## config.mk

```make
export PLATFORM = sky130hd
export DESIGN_NAME = branch_resolve_queue_flat
export DESIGN_NICKNAME = d
export VERILOG_FILES = /design/src/rtl/branch_resolve_queue_if.sv /design/src/rtl/branch_resolve_queue.sv /design/src/flat_wrapper.sv
export SDC_FILE = /design/constraint.sdc
export NUM_CORES = 1
export LEC_CHECK = 0
export ABC_AREA = 0
export BUFFER_PORTS_ARGS = -buffer_cell sky130_fd_sc_hd__buf_2
export CAP_MARGIN = 20
export CORE_ASPECT_RATIO = 1.4
export CORE_MARGIN = 1.5
export CORE_UTILIZATION = 45
export DETAILED_ROUTE_END_ITERATION = 10
export GPL_ROUTABILITY_DRIVEN = 0
export PLACE_DENSITY = 0.64
export SYNTH_ARGS = -nofsm -noshare
export SYNTH_HDL_FRONTEND = slang
export SYNTH_SLANG_ARGS = --single-unit
```

## constraint.sdc

```tcl
create_clock -name clk -period 4.3 [get_ports clk]
set_input_delay 0.43 -clock clk [delete_from_list [all_inputs] [get_ports clk]]
set_output_delay 0.43 -clock clk [all_outputs]
set_load 0.02 [all_outputs]
```

## src/rtl/branch_resolve_queue_if.sv

```systemverilog
// Bundle of fetch-push, execute-resolve and predictor/fetch feedback signals
// for the branch resolve queue. The slave side is the queue itself.
interface branch_resolve_queue_if #(
  parameter int DEPTH = 4,
  parameter int XLEN  = 32
);
  localparam int CW = $clog2(DEPTH) + 1;

  logic            pred_valid;
  logic            pred_taken;
  logic [XLEN-1:0] pred_target;
  logic [XLEN-1:0] pred_fallthru;
  logic            pred_ready;
  logic            resolve_valid;
  logic            resolve_taken;
  logic            upd_valid;
  logic            upd_outcome;
  logic            flush;
  logic [XLEN-1:0] redirect_pc;
  logic [CW-1:0]   count;
  logic [15:0]     mispredict_cnt;
  logic            underflow;

  modport master (
    output pred_valid, pred_taken, pred_target, pred_fallthru,
    output resolve_valid, resolve_taken,
    input  pred_ready, upd_valid, upd_outcome, flush, redirect_pc,
    input  count, mispredict_cnt, underflow
  );

  modport slave (
    input  pred_valid, pred_taken, pred_target, pred_fallthru,
    input  resolve_valid, resolve_taken,
    output pred_ready, upd_valid, upd_outcome, flush, redirect_pc,
    output count, mispredict_cnt, underflow
  );
endinterface

```

## src/rtl/branch_resolve_queue.sv

```systemverilog
// In-order queue of predicted branches; resolves the oldest against execute,
// updates the predictor and flushes/redirects fetch on a mispredict.
module branch_resolve_queue #(
  parameter int DEPTH = 4,
  parameter int XLEN  = 32
) (
  input  logic                   clk,
  input  logic                   reset_n,
  branch_resolve_queue_if.slave  io_brq
);
  localparam int PW = $clog2(DEPTH);
  localparam int CW = $clog2(DEPTH) + 1;

  typedef enum logic [0:0] {
    RUN     = 1'b0,
    RECOVER = 1'b1
  } state_t;

  state_t          r_state;
  state_t          w_next_state;

  logic            r_taken    [DEPTH];
  logic [XLEN-1:0] r_target   [DEPTH];
  logic [XLEN-1:0] r_fallthru [DEPTH];

  logic [PW-1:0]   r_wr_ptr;
  logic [PW-1:0]   r_rd_ptr;
  logic [CW-1:0]   r_count;

  logic            r_upd_valid;
  logic            r_upd_outcome;
  logic            r_flush;
  logic [XLEN-1:0] r_redirect_pc;
  logic [15:0]     r_mispredict_cnt;
  logic            r_underflow;

  logic            w_ready;
  logic            w_push;
  logic            w_pop;
  logic            w_mispredict;
  logic            w_underflow;
  logic [XLEN-1:0] w_correct_pc;

  // FSM state register
  always_ff @(posedge clk or negedge reset_n) begin
    if (!reset_n) begin
      r_state <= RUN;
    end else begin
      r_state <= w_next_state;
    end
  end

  // Next state and push/pop decode; RECOVER ignores both request inputs
  always_comb begin
    w_next_state = r_state;
    w_ready      = 1'b0;
    w_push       = 1'b0;
    w_pop        = 1'b0;
    w_mispredict = 1'b0;
    w_underflow  = 1'b0;
    w_correct_pc = io_brq.resolve_taken ? r_target[r_rd_ptr] : r_fallthru[r_rd_ptr];
    case (r_state)
      RUN: begin
        w_ready      = (r_count < CW'(DEPTH));
        w_pop        = io_brq.resolve_valid && (r_count != {CW{1'b0}});
        w_underflow  = io_brq.resolve_valid && (r_count == {CW{1'b0}});
        w_mispredict = w_pop && (r_taken[r_rd_ptr] != io_brq.resolve_taken);
        // a push alongside a mispredict is wrong-path and is discarded
        w_push       = io_brq.pred_valid && w_ready && !w_mispredict;
        if (w_mispredict) begin
          w_next_state = RECOVER;
        end else begin
          w_next_state = RUN;
        end
      end
      RECOVER: begin
        w_next_state = RUN;
      end
      default: begin
        w_next_state = RUN;
      end
    endcase
  end

  // Entry storage, deliberately not reset
  always_ff @(posedge clk) begin
    if (w_push) begin
      r_taken[r_wr_ptr]    <= io_brq.pred_taken;
      r_target[r_wr_ptr]   <= io_brq.pred_target;
      r_fallthru[r_wr_ptr] <= io_brq.pred_fallthru;
    end
  end

  // Pointers and occupancy; pointers wrap naturally as DEPTH is a power of two
  always_ff @(posedge clk or negedge reset_n) begin
    if (!reset_n) begin
      r_wr_ptr <= {PW{1'b0}};
      r_rd_ptr <= {PW{1'b0}};
      r_count  <= {CW{1'b0}};
    end else if (w_mispredict) begin
      r_wr_ptr <= {PW{1'b0}};
      r_rd_ptr <= {PW{1'b0}};
      r_count  <= {CW{1'b0}};
    end else begin
      if (w_push) begin
        r_wr_ptr <= r_wr_ptr + PW'(1);
      end
      if (w_pop) begin
        r_rd_ptr <= r_rd_ptr + PW'(1);
      end
      case ({w_push, w_pop})
        2'b10:   r_count <= r_count + CW'(1);
        2'b01:   r_count <= r_count - CW'(1);
        default: r_count <= r_count;
      endcase
    end
  end

  // Registered predictor update, flush/redirect and status outputs
  always_ff @(posedge clk or negedge reset_n) begin
    if (!reset_n) begin
      r_upd_valid      <= 1'b0;
      r_upd_outcome    <= 1'b0;
      r_flush          <= 1'b0;
      r_redirect_pc    <= {XLEN{1'b0}};
      r_mispredict_cnt <= 16'h0000;
      r_underflow      <= 1'b0;
    end else begin
      r_upd_valid   <= w_pop;
      r_upd_outcome <= w_pop ? io_brq.resolve_taken : 1'b0;
      r_flush       <= w_mispredict;
      r_underflow   <= w_underflow;
      if (w_mispredict) begin
        r_redirect_pc <= w_correct_pc;
        if (r_mispredict_cnt != 16'hFFFF) begin
          r_mispredict_cnt <= r_mispredict_cnt + 16'h0001;
        end
      end
    end
  end

  assign io_brq.pred_ready     = w_ready;
  assign io_brq.count          = r_count;
  assign io_brq.upd_valid      = r_upd_valid;
  assign io_brq.upd_outcome    = r_upd_outcome;
  assign io_brq.flush          = r_flush;
  assign io_brq.redirect_pc    = r_redirect_pc;
  assign io_brq.mispredict_cnt = r_mispredict_cnt;
  assign io_brq.underflow      = r_underflow;
endmodule

```

## src/flat_wrapper.sv

```systemverilog
// flat-port wrapper written by rule: the top's interface ports become plain ports
module branch_resolve_queue_flat 
#(
  parameter int DEPTH = 4,
  parameter int XLEN  = 32
)
  (clk, reset_n, io_brq_pred_valid, io_brq_pred_taken, io_brq_pred_target, io_brq_pred_fallthru, io_brq_resolve_valid, io_brq_resolve_taken, io_brq_pred_ready, io_brq_upd_valid, io_brq_upd_outcome, io_brq_flush, io_brq_redirect_pc, io_brq_count, io_brq_mispredict_cnt, io_brq_underflow);
  branch_resolve_queue_if #(.DEPTH(DEPTH), .XLEN(XLEN)) io_brq_i ();
  input  logic clk;
  input  logic reset_n;
  input wire logic [$bits(io_brq_i.pred_valid)-1:0] io_brq_pred_valid;
  input wire logic [$bits(io_brq_i.pred_taken)-1:0] io_brq_pred_taken;
  input wire logic [$bits(io_brq_i.pred_target)-1:0] io_brq_pred_target;
  input wire logic [$bits(io_brq_i.pred_fallthru)-1:0] io_brq_pred_fallthru;
  input wire logic [$bits(io_brq_i.resolve_valid)-1:0] io_brq_resolve_valid;
  input wire logic [$bits(io_brq_i.resolve_taken)-1:0] io_brq_resolve_taken;
  output wire logic [$bits(io_brq_i.pred_ready)-1:0] io_brq_pred_ready;
  output wire logic [$bits(io_brq_i.upd_valid)-1:0] io_brq_upd_valid;
  output wire logic [$bits(io_brq_i.upd_outcome)-1:0] io_brq_upd_outcome;
  output wire logic [$bits(io_brq_i.flush)-1:0] io_brq_flush;
  output wire logic [$bits(io_brq_i.redirect_pc)-1:0] io_brq_redirect_pc;
  output wire logic [$bits(io_brq_i.count)-1:0] io_brq_count;
  output wire logic [$bits(io_brq_i.mispredict_cnt)-1:0] io_brq_mispredict_cnt;
  output wire logic [$bits(io_brq_i.underflow)-1:0] io_brq_underflow;
  assign io_brq_i.pred_valid = io_brq_pred_valid;
  assign io_brq_i.pred_taken = io_brq_pred_taken;
  assign io_brq_i.pred_target = io_brq_pred_target;
  assign io_brq_i.pred_fallthru = io_brq_pred_fallthru;
  assign io_brq_i.resolve_valid = io_brq_resolve_valid;
  assign io_brq_i.resolve_taken = io_brq_resolve_taken;
  assign io_brq_pred_ready = io_brq_i.pred_ready;
  assign io_brq_upd_valid = io_brq_i.upd_valid;
  assign io_brq_upd_outcome = io_brq_i.upd_outcome;
  assign io_brq_flush = io_brq_i.flush;
  assign io_brq_redirect_pc = io_brq_i.redirect_pc;
  assign io_brq_count = io_brq_i.count;
  assign io_brq_mispredict_cnt = io_brq_i.mispredict_cnt;
  assign io_brq_underflow = io_brq_i.underflow;
  branch_resolve_queue #(.DEPTH(DEPTH), .XLEN(XLEN)) u_core (.clk(clk), .reset_n(reset_n), .io_brq(io_brq_i));
endmodule
```

==> metrics list, run 1 <==
- Status: completed
- Nets in the synthesized netlist: around 680
* Clock tree from TritonCTS: built
* Max-cap violations: 0
- Clock latency reported for the late side of the worst-skew pair: about 540 ps
- Routed Antenna Nets: 0
* Final design utilization: 53.40%
- CTS built an H-tree with a depth of 1.
- Critical path data required time: ~4500 ps
- Maximum resistive drop on vdd: roughly 0.00035 V
* Power Dens Cells: approximately 650 nW/µm²
- Counting along the longest clock path gives a buffer depth of 3.
- Reg2Reg Setup Slack: 1270 ps
- Reg-to-reg endpoint: u_core.r_target[3][11]$_DFFE_PP_
- For this run, the total global-route usage over all layers was measured as 17.37%.
* Die Area: 28020 µm²
* Setup-failing EPs final: 0
- The cell sitting at the root of the clock tree is a clkbuf_16.
- Relative slew margins: 35.60%
* Timing startpoint of the critical path: u_core.r_rd_ptr[1]$_DFFE_PN0P_
- The worst setup path is launched from a register.
* Unrepaired setup endpoints after global routing: false
- Hold bufs inserted after CTS: 0
- Entering global routing, the biggest net connects 66 pins.
* Category of the worst setup path capture point: register
* Row cnt: between 70 and 80
* Average wire per standard cell: roughly 21 µm
- The first detailed-routing pass took 4 iterations.
- Measured in cells, the most critical reg-to-reg path has a length of 5.
- Number of global-route vias before repair: around 6500
* Met3 Track Usage GR: under 10%
* Violation count after the first detailed-routing iteration: approximately 300
- From bottom edge to top edge, the die measures 197.5 µm.
* Arrival time reported for the critical path endpoint: approximately 3300 ps
* Largest cells by area after synthesis: edfxtp_1, dfrtp_1, mux4_2
- Part of the Yosys area used for sequential elements: 76.38%
- During I/O placement, the number of pins put on the boundary was 126.
- Once the floorplan was initialized, standard cells occupied between 40% and 50% of the core.
- In this run the most used layer during global routing was met2.
- The worst register-to-register path begins at u_core.r_rd_ptr[1]$_DFFE_PN0P_.
* Distinct cells, synth: 34
- Fin crit period: around 3000 ps
- The first global-routing pass estimated 36690 µm of wire.
- For this run, global-route usage on met1 was measured as 21.33%.
* Post-Syn Instances: 606
* Number of storage elements in the synthesis netlist: 319
* Post-cts sizing count: 0
- TritonCTS Buffers: 29
* Slew at the pin closest to its max-slew limit: about 970 ps
- The critical path in this run is classified as register to register.
- The total count of hold-check failures in the final report came to 0.
- For this run, the leading register cell type out of synthesis is edfxtp_1.
- Number of buffers inserted by post-CTS setup repair: 0
- Share of synthesized flip-flops with an asynchronous set or reset: 18.50%
- Detailed routing inserted a total of 5930 vias.
- Total grt overflow: 0
- Synthesis-to-finish area growth: 17.48%
* Highest attainable clock frequency: 330.2 MHz
- The analysis attributes to cell leakage a power of between 5 and 6 nW.
- Final-layout setup total negative slack: 0 ps
- Crit path max fanout: 40
- Post-synth design cell area: around 12000 µm²
- After detailed routing, the number of remaining DRC violations is 0.
- Share of cells above drive strength 1: about 34%
- Number of antenna violations at the first check in global routing: 2
* Number of nets in the layout: a little over 800
* Finished layout cell area: approximately 14000 µm²
* GR Layer Usage met2: between 30% and 40%
- Hold slack final: between 6 and 7 ps
- For this run, the number of Yosys warnings is 0.
- Number of inserted filler cells in the final layout: about 2100
- Fin Clk Skew: between 8 and 9 ps
* Type of the tightest min-delay check: input pin to asynchronous set/reset pin
- Final worst path period share: 70.44%
* Area leader, netlist: edfxtp_1
- DIE WIDTH: roughly 140 µm
* Vias per cell: 5.220
- Clock-pin slew was measured on the worst setup and hold paths at approximately 60 ps.
- The count of buffers added on input and output ports is between 100 and 150.
- Standard cell core area: ~27000 µm²
- In the final layout, flip-flops and latches occupy between 9000 and 10000 µm².
- The final layout contains routed wiring with a total length of 23500 µm.
- Last element of the critical path: u_core.r_target[3][11]$_DFFE_PP_
- Number of synthesized flops with an enable pin: 260
* Area of the multi-input gates: ~2800 µm²
- CTS saw 319 sinks.
* Portion of synthesized cell area occupied by the leading cell type: about 64%
* Mean cell area of the mapped netlist: 20.06 µm²
* Total cell area at the placement stage: 13250 µm²
- The HPWL after detailed placement is around 15000 µm.
- Slew Viols, Final: 0
-- where the power goes --
part	leakage [nW]	switching [mW]	total, mW	internal (mW)
logic	1.59	1.37	2.38	1.00
clock network	0.487	1.10	2.71	1.61
registers	3.10	0.227	4.18	3.95
-- final cells by class --
cell class | count | area share (%)
Clock buffer | 37 | 5.573
Sequential cell | 319 | 65.07
Antenna cell | 2 | 0.03505
Clock inverter | 16 | 1.577
Inverter | 6 | 0.1577
Tap cell | 365 | 3.198
Multi-Input combinational cell | 254 | 19.28
Timing Repair Buffer | 137 | 5.117
-- kinds of logic after synthesis --
kind of cell | Yosys count | share of synthesized area (%)
AOI/OAI and AO/OA | 34 | 1.431
xor gates and xnor gates | 20 | 1.441
adders and majority gates | 7 | 0.7823
buffers and inverters | 33 | 1.163
DFF | 319 | 76.38
muxes | 103 | 15.09
and+or+nand+nor | 90 | 3.716
-- Yosys cell counts, types with 4 or more instances --
cell      instances
xnor2_1           8
dfrtp_1          59
buf_2            11
xor2_1           12
and3_1            4
edfxtp_1        260
nor2_1           13
mux4_2           64
ha_1              6
nand4_1           6
inv_1             5
o21ai_0          32
nand2_1          40
nor4_1            4
and2_1            5
nand3_1           4
mux2i_1          37
clkbuf_1         12
-- layout by cell type (no fill, tap or decap), types with 3 or more instances in the layout --
| cell | netlist | routed |
|---|---|---|
| nand4_1 | 6 | 6 |
| clkbuf_8 | 0 | 4 |
| and2_4 | 0 | 4 |
| nor3b_1 | 3 | 3 |
| clkbuf_1 | 12 | 4 |
| mux2i_1 | 37 | 37 |
| buf_4 | 1 | 12 |
| bufinv_16 | 0 | 5 |
| clkinvlp_4 | 0 | 5 |
| xnor2_1 | 8 | 8 |
| o21ai_0 | 32 | 32 |
| buf_2 | 11 | 124 |
| and3_1 | 4 | 4 |
| clkbuf_16 | 0 | 29 |
| nor4_1 | 4 | 4 |
| nand3_1 | 4 | 3 |
| edfxtp_1 | 260 | 260 |
| ha_1 | 6 | 6 |
| nor2_1 | 13 | 13 |
| clkinv_2 | 0 | 4 |
| nand2_1 | 40 | 40 |
| xor2_1 | 12 | 12 |
| mux4_2 | 64 | 64 |
| inv_1 | 5 | 5 |
| dfrtp_1 | 59 | 57 |
-- routing by layer --
layer | vias to the layer above | share of wire [%]
met5 | - | 0
met4 | 0 | 2.6
met3 | 36 | 3.8
met2 | 150 | 54
met1 | 3058 | 40
li1 | 2686 | -
-- critical path: stages (launching register included) --
cell and delay (ps):
dfrtp_4 490, mux2i_1 200, mux2_2 400, a31oi_1 580, and2_4 680, buf_4 350
-- sequential cells by signal, summed over array words and instances (netlist names), 2 cells and up --
| register | flops |
|---|---|
| u_core.r_target | 128 |
| u_core.r_wr_ptr | 2 |
| u_core.r_fallthru | 128 |
| u_core.io_brq.redirect_pc | 32 |
| u_core.r_taken | 4 |
| u_core.r_rd_ptr | 2 |
| u_core.io_brq.count | 3 |
| u_core.io_brq.mispredict_cnt | 16 |
-- metrics by stage --
step                cells  total power [mW]  worst slack (ps)
finish               1136             9.268              1271
global route         1136             9.724              1016
CTS                  1134             9.411              1220
detailed placement   1081             6.688              1070
global placement     1081             6.600              1152
floorplan             606             5.912             852.7
-- how the worst min path moves through the flow --
stage / slack (ps) / endpoint / start
final: 7 / u_core.io_brq.redirect_pc[12]$_DFFE_PN0P_ / reset_n
after global routing: 70 / u_core.io_brq.redirect_pc[11]$_DFFE_PN0P_ / reset_n
after CTS: 30 / u_core.io_brq.redirect_pc[12]$_DFFE_PN0P_ / reset_n
after detailed placement: 470 / u_core.io_brq.redirect_pc[24]$_DFFE_PN0P_ / u_core.io_brq.redirect_pc[24]$_DFFE_PN0P_
after global placement: 460 / u_core.io_brq.redirect_pc[26]$_DFFE_PN0P_ / u_core.io_brq.redirect_pc[26]$_DFFE_PN0P_
after floorplan: 130 / u_core.io_brq.count[0]$_DFFE_PN0P_ / reset_n
Note: power is estimated with default switching activity, not from simulation.
==> run 2: changes to the inputs <==
clock period = 3.2 ns   (was 4.3 ns; I/O delays follow)
==> run 2 against run 1 <==
Against the previous run: routed wire length grew 2.6%; clock power grew 44%; combinational power grew 36%; maximum frequency grew 9.5%; count of clock-buffer cells in the layout shrank 3.
==> metrics list, run 2 (same netlist as run 1, synthesis figures left out) <==
- The final-layout worst hold slack is 17.86 ps (+11.09 ps).
- The port buffer count came to 125 (unchanged).
- Highest attainable clock frequency: 361.5 MHz (+9.5%)
- The vertical die dimension came to 197.5 µm (unchanged).
- The switching power is 3.632 mW (+35%).
- Kind of start point of the critical path: register
- The maximum clock insertion buffer count is 3 (unchanged).
- The worst hold path begins at io_brq_pred_target[29].
* Final-layout setup total negative slack: 0 ps (unchanged)
* Depth of the worst hold-timing path: 1
- The number of standard cells in the layout, taps in and fillers out came to 1199 (+5.5%).
- The first-pass GRT wire length is 37760 µm (+2.9%).
* Share of cells above drive strength 1: 31.69% (-2.6 points)
- Number of cells on the worst reg-to-reg path: 11 (+6)
- The internal power consumption was 9.224 mW (+40%).
- Relative slew margins: 39.24% (+3.6 points)
- Initial Util: 45.46% (unchanged)
* Max-cap violations: 0 (unchanged)
* Synthesis-to-finish area growth: 23.68%
- The largest voltage drop on the vdd net is 0.0004907 V (+41%).
- The final standard cell utilization of the core came to 56.23% (+2.8 points).
- Count of vias placed by the detailed router: 6193 (+4.4%)
- The count of H-tree levels built during CTS is 1 (unchanged).
- The worst-path maximum fanout was 15 (-63%).
- The core footprint came to 26740 µm² (unchanged).
- The number of cells in the design after placement came to 1084 (+0.28%).
- Commonest cells after routing, fill and taps aside: edfxtp_1, buf_2, mux4_2
* Unrepaired setup endpoints after global routing: false
- Iteration count of the initial detailed-routing pass: 4 (unchanged)
- The number of max-slew violations in the final report was 0 (unchanged).
* Fin crit period: 2766 ps (-262.5 ps)
- The required time at the endpoint of the critical path came to 3630 ps (-900 ps).
- In this run the clock root is driven by a clkbuf_16.
- Clock latency reported for the late side of the worst-skew pair: 550 ps (about the same)
- The worst setup margin is 433.6 ps (-837.5 ps).
* CTS clk-pin slew, worst paths: 60 ps (about the same)
* Reg2Reg Setup Slack: 430 ps (-840 ps)
- Setup-failing EPs final: 0 (unchanged)
- Register share of total power: 44.4% (-0.7 points)
- Category of the worst setup path capture point: register
- The path with the worst hold slack has its endpoint at u_core.r_target[3][29]$_DFFE_PP_.
- Switching fraction of total power: 28.25% (-0.87 points)
* Vias per cell: 5.165 (-1.1%)
* Clock tree from TritonCTS: built
* DIE WIDTH: 141.9 µm (unchanged)
- The minimum setup slack after placement is 473.5 ps (-596.2 ps).
- The wire length per cell came to 20.10 µm (-2.8%).
- Arrival time reported for the critical path endpoint: 3190 ps (-70 ps)
- The total clock buffers created by CTS was 29 (unchanged).
- Most common library cell in the layout ignoring fill and taps: edfxtp_1
- Setup CP Type: register to register
- The number of placed I/O pins is 126 (unchanged).
* Fin Clk Skew: 17.99 ps (+9.973 ps)
- Power Dens Cells: 855.1 nW/µm² (+32%)
* Final count of hold timing violations: 0 (unchanged)
- The power share of the clock group was 30.4% (+1.1 points).
* Number of buffers inserted by post-CTS setup repair: 0 (unchanged)
* Total grt overflow: 0 (unchanged)
- The worst-margin pin slew was 911.4 ps (-54.61 ps).
- The die outline area is 28020 µm² (unchanged).
- The worst register-to-register path begins at u_core.r_rd_ptr[1]$_DFFE_PN0P_.
- The number of sinks on the clock net is 319 (unchanged).
* Status: completed
* Number of global-route vias before repair: 6754 (+4.0%)
* Static leakage: 5.517 nW (+6.4%)
- The remaining antenna violation count is 0 (unchanged).
- The worst hold path belongs to the class input pin to register.
- Global-route usage over all layers: 17.67% (+0.30 points)
* Number of nets in the layout: 888 (+7.8%)
- Pin count of the biggest net entering global routing: 60 (-9.1%)
- Total wire length: 24100 µm (+2.6%)
* Final worst path period share: 86.45% (+16 points)
* Detailed placer's ending HPWL: 14750 µm (+1.7%)
- Row cnt: 71 (unchanged)
- Number of antenna violations at the first check in global routing: 1 (-1)
- Combinational share of power: 25.1% (-0.5 points)
- The number of design-rule violations left by the first detailed-router iteration came to 279 (-6.7%).
* Reg-to-reg endpoint: u_core.io_brq.count[2]$_DFFE_PN0P_
* DRC violation count after routing: 0 (unchanged)
-- run 2: cell count changes in the layout (fill, tap and decap cells not counted), moves of 2 or more --
cell | before | now
dlygate4sd3_1 | 0 | 60
bufinv_16 | 5 | 10
clkinvlp_4 | 5 | 0
clkbuf_8 | 4 | 0
buf_12 | 1 | 4
clkinv_1 | 0 | 3
inv_6 | 2 | 0
-- run 2: worst max path at each step --
| stage | from | end | cells past startpoint |
|---|---|---|---|
| floorplan | u_core.r_rd_ptr[1]$_DFFE_PN0P_ | u_core.r_fallthru[0][0]$_DFFE_PP_ | 4 |
| global placement | u_core.r_rd_ptr[1]$_DFFE_PN0P_ | u_core.io_brq.count[2]$_DFFE_PN0P_ | 11 |
| detailed placement | u_core.r_rd_ptr[1]$_DFFE_PN0P_ | u_core.io_brq.count[2]$_DFFE_PN0P_ | 11 |
| CTS | u_core.r_rd_ptr[1]$_DFFE_PN0P_ | u_core.io_brq.count[2]$_DFFE_PN0P_ | 11 |
| global route | u_core.r_rd_ptr[1]$_DFFE_PN0P_ | u_core.io_brq.count[2]$_DFFE_PN0P_ | 11 |
| finish | u_core.r_rd_ptr[1]$_DFFE_PN0P_ | u_core.io_brq.count[2]$_DFFE_PN0P_ | 11 |
-- run 2: per-layer routing --
layer	part of all wire, %	vias to the layer above	routed length (µm)	track usage (%)
met3	4.0	26	955	2.715
met4	1.8	0	439	4.887
met2	55	152	13290	32.70
met5	0	-	0	0
met1	39	3202	9413	21.33
li1	-	2813	-	-
-- run 2: power groups by stage --
| stage | clock, mW | combinational [mW] | sequential, mW |
|---|---|---|---|
| after floorplan | 0 | 1.98 | 5.95 |
| after global placement | 0 | 3.14 | 5.74 |
| after detailed placement | 0 | 3.20 | 5.81 |
| after CTS | 3.99 | 3.28 | 5.73 |
| after global routing | 4.15 | 3.52 | 5.80 |
| final | 3.91 | 3.23 | 5.71 |
-- run 2: metrics by stage --
step           total power, mW  cell area, µm²
4_1_cts                  12.99           15000
6_report                 12.86           15030
3_3_place_gp             8.886           13310
3_5_place_dp             9.005           13310
2_1_floorplan            7.927           12160
5_1_grt                  13.47           15030
-- run 2: area by class of cell --
| class | instances | area, µm² |
|---|---|---|
| clock inverter | 19 | 345.3 |
| multi-input combinational | 254 | 2753 |
| antenna | 1 | 2.502 |
| timing repair buffer | 201 | 1419 |
| fill | 2037 | 11710 |
| clock buffer | 34 | 744.5 |
| sequential | 319 | 9291 |
| inverter | 6 | 22.52 |
| tap | 365 | 456.7 |
-- run 2: critical path, cell delays in order (launching register included) --
cell     delay (ps)
dfrtp_4         580
mux2i_1         250
mux2_2          390
a31oi_1         170
buf_4           170
inv_1            50
ha_1            210
fa_1            380
xnor2_1         140
nor2_1          120
xnor2_1         130
nor2_1           50
-- run 2: timing repair --
action / 4_1_cts / 5_1_grt
resized for setup: 0 / 0
endpoints found under the hold margin: 292 / 0
endpoints found under the setup margin: 0 / 0
hold buffers: 60 / 0
==> run 3: changes to the inputs <==
CORE_MARGIN = 3   (was 1.5)
==> run 3 against run 2 <==
Against the previous run: global-route usage down 1.2 points; register-to-register slack better by 150 ps; clock skew down 9.0 ps; first-iteration DRC count up 53%; non-clock buffer count down 1; worst setup slack better by 150 ps; utilization up 0.93 points; sequential power down 2%; routed wire length down 1.9%.
==> metrics list, run 3 (same netlist as run 1, synthesis figures left out) <==
* Row cnt: 70 (-1.4%)
- The total setup violations reported at the end of the flow came to 0 (unchanged).
- The worst-margin pin slew is 967.2 ps (+55.83 ps).
- The number of buffers and inverters on the critical path came to 2 (unchanged).
* Pin count of the biggest net entering global routing: 66 (+10%)
* Fin crit period: 2612 ps (-154.4 ps)
* Max-cap violations: 0 (unchanged)
- The initial standard-cell utilization of the core was 46.11% (+0.65 points).
- The via density per instance was 5.153 (-0.23%).
- Leaving out fill and tap cells, the most frequent cell in the layout is edfxtp_1.
* Final count of hold timing violations: 0 (unchanged)
- The via count of the routed design is 6158 (-0.57%).
* Kind of start point of the critical path: register
- Arrival time reported for the critical path endpoint: 2850 ps (-340 ps)
* Die outline height: 200.5 µm (+1.5%)
* Clock latency reported for the late side of the worst-skew pair: 550 ps (about the same)
* Final worst path period share: 81.62% (-4.8 points)
- DRC violation count after routing: 0 (unchanged)
- Crit path max fanout: 29 (+14)
- The antenna diode count came to 0 (-1).
* Clock Tree Buf Depth: 3 (unchanged)
- Synthesis-to-finish area growth: 23.96%
- The number of global-route vias before repair came to 6853 (+1.5%).
* Total power after layout: 12.86 mW (about the same)
- Status: completed
- The maximum cell stage delay along the critical path came to 490 ps (-90 ps).
- The number of buffers added for setup after CTS was 0 (unchanged).
* First-pass GRT wire length: 37980 µm (+0.57%)
* Boundary pin count: 126 (unchanged)
- Final-layout setup total negative slack: 0 ps (unchanged)
* Fin Clk Skew: 8.944 ps (-9.043 ps)
* Worst setup margin: 588.0 ps (+154.4 ps)
- The number of design-rule violations left by the first detailed-router iteration is 427 (+53%).
- The power per unit of standard cell area was 853.2 nW/µm² (-0.22%).
- The slowest stage of the critical path belongs to the cell dfrtp_4.
- The number of search-and-repair iterations in the first detailed-routing pass is 4 (unchanged).
- Standard cell core area: 26360 µm² (-1.4%)
* Unrepaired setup endpoints after global routing: false
- Category of the worst setup path capture point: register
- Setup CP Type: register to register
- The share of final-layout standard cells stronger than drive strength 1 is 32.93% (+1.2 points).
- Maximum resistive drop on vdd: 0.0004556 V (-7.1%)
- The total clock buffers created by CTS is 30 (+3.4%).
- The minimum setup slack after placement is 624.4 ps (+150.9 ps).
* CTS Sinks: 319 (unchanged)
* Die Area: 29050 µm² (+3.7%)
- Cells traversed along the worst timing path: mux2i_1 -> mux2_2 -> a31oi_1 -> buf_4 -> and2_4 -> buf_12
- Global-route usage over all layers: 16.43% (-1.2 points)
* Type of the tightest min-delay check: input pin to register
- TritonCTS built the clock tree.
- Total grt overflow: 0 (unchanged)
- Total of buffers placed on input and output ports: 125 (unchanged)
- CTS clk-pin slew, worst paths: 70 ps (about the same)
- Number of inserted filler cells in the final layout: 1992 (-2.2%)
- The fmax was 382.9 MHz (+5.9%).
- # H-tree levels: 1 (unchanged)
* Number of antenna violations at the first check in global routing: 0 (-1)
- Cell class contributing the biggest share of worst-path delay: multiplexers
- Detailed placer's ending HPWL: 14810 µm (+0.39%)
- The wire length reported by the detailed router came to 23640 µm (-1.9%).
- The remaining antenna violation count is 0 (unchanged).
- The x dimension of the die came to 144.9 µm (+2.1%).
* Post-cts sizing count: 0 (unchanged)
- Static leakage: 5.525 nW (+0.14%)
- Number of nets in the layout: 888 (unchanged)
* Average wire per standard cell: 19.78 µm (-1.6%)
- In the layout the commonest cells are edfxtp_1, buf_2, mux4_2.
- Root Buffer Master: clkbuf_16
- Relative slew margins: 35.52% (-3.7 points)
- The required time at the endpoint of the critical path was 3440 ps (-190 ps).
- The number of max-slew violations in the final report is 0 (unchanged).
==> run 3: cell types whose count changed in the layout (fill, tap and decap cells not counted), sizes merged <==
| cell | before | now |
|---|---|---|
| diode | 1 | 0 |
| clkbuf | 34 | 31 |
| buf | 141 | 142 |
| clkinvlp | 0 | 4 |
| dlygate4sd3 | 60 | 58 |
| bufinv | 10 | 7 |
| inv | 6 | 11 |
==> run 3: stage by stage <==
step | instance area (µm²) | instances | hold slack [ps] | util (%)
final | 15070 | 1195 | 9.738 | 57.16
after global placement | 13350 | 1081 | 456.6 | 50.63
after CTS | 15070 | 1195 | 0.9975 | 57.16
after global routing | 15070 | 1195 | 3.285 | 57.16
after floorplan | 12160 | 606 | 24.41 | -
after detailed placement | 13350 | 1081 | 464.7 | 50.63
==> run 3: worst register-to-register path: cells and delay by family (launching register included) <==
kind,cells,cell delay (ps)
flops,1,490
mux,2,570
compound gates,1,290
buf+inv,2,490
simple gates,1,470
==> run 3: path summary, 6_finish.rpt <==
path | cells past startpoint | from | to | slack (ps)
max | 6 | u_core.r_rd_ptr[1]$_DFFE_PN0P_ | u_core.r_fallthru[3][4]$_DFFE_PP_ | 590
max reg2reg | 6 | u_core.r_rd_ptr[1]$_DFFE_PN0P_ | u_core.r_fallthru[3][4]$_DFFE_PP_ | 590
max in group asynchronous | 2 | reset_n | u_core.r_rd_ptr[1]$_DFFE_PN0P_ | 2120
min reg2reg | 2 | u_core.io_brq.redirect_pc[9]$_DFFE_PN0P_ | u_core.io_brq.redirect_pc[9]$_DFFE_PN0P_ | 480
min in group asynchronous | 2 | reset_n | u_core.io_brq.redirect_pc[14]$_DFFE_PN0P_ | 430
min | 1 | io_brq_pred_fallthru[22] | u_core.r_fallthru[3][22]$_DFFE_PP_ | 10
==> run 3: timing repair <==
item                                    4_1_cts  5_1_grt
hold buffers                                 58        0
endpoints found under the setup margin        0        0
hold endpoints to repair                    287        0
==> run 3: final cells by class <==
class | instances | area (µm²) | share of cell area, %
clock inverter | 25 | 364.1 | 2.416
tap | 360 | 450.4 | 2.989
multi-input combinational | 254 | 2753 | 18.27
sequential | 319 | 9291 | 61.66
inverter | 6 | 22.52 | 0.1495
timing repair buffer | 200 | 1411 | 9.366
clock buffer | 31 | 775.7 | 5.148
==> run 3: power breakdown <==
group	total, mW	switching [mW]	leakage, nW	internal (mW)
combinational	3.29	1.84	1.88	1.44
clock	3.95	1.58	0.543	2.37
sequential	5.62	0.312	3.10	5.31
==> run 3: routing by layer <==
layer,part of all wire (%),global-route usage (%)
met4,2.0,4.346
met3,5.5,2.958
met1,38,19.81
met2,54,30.47
met5,0,0
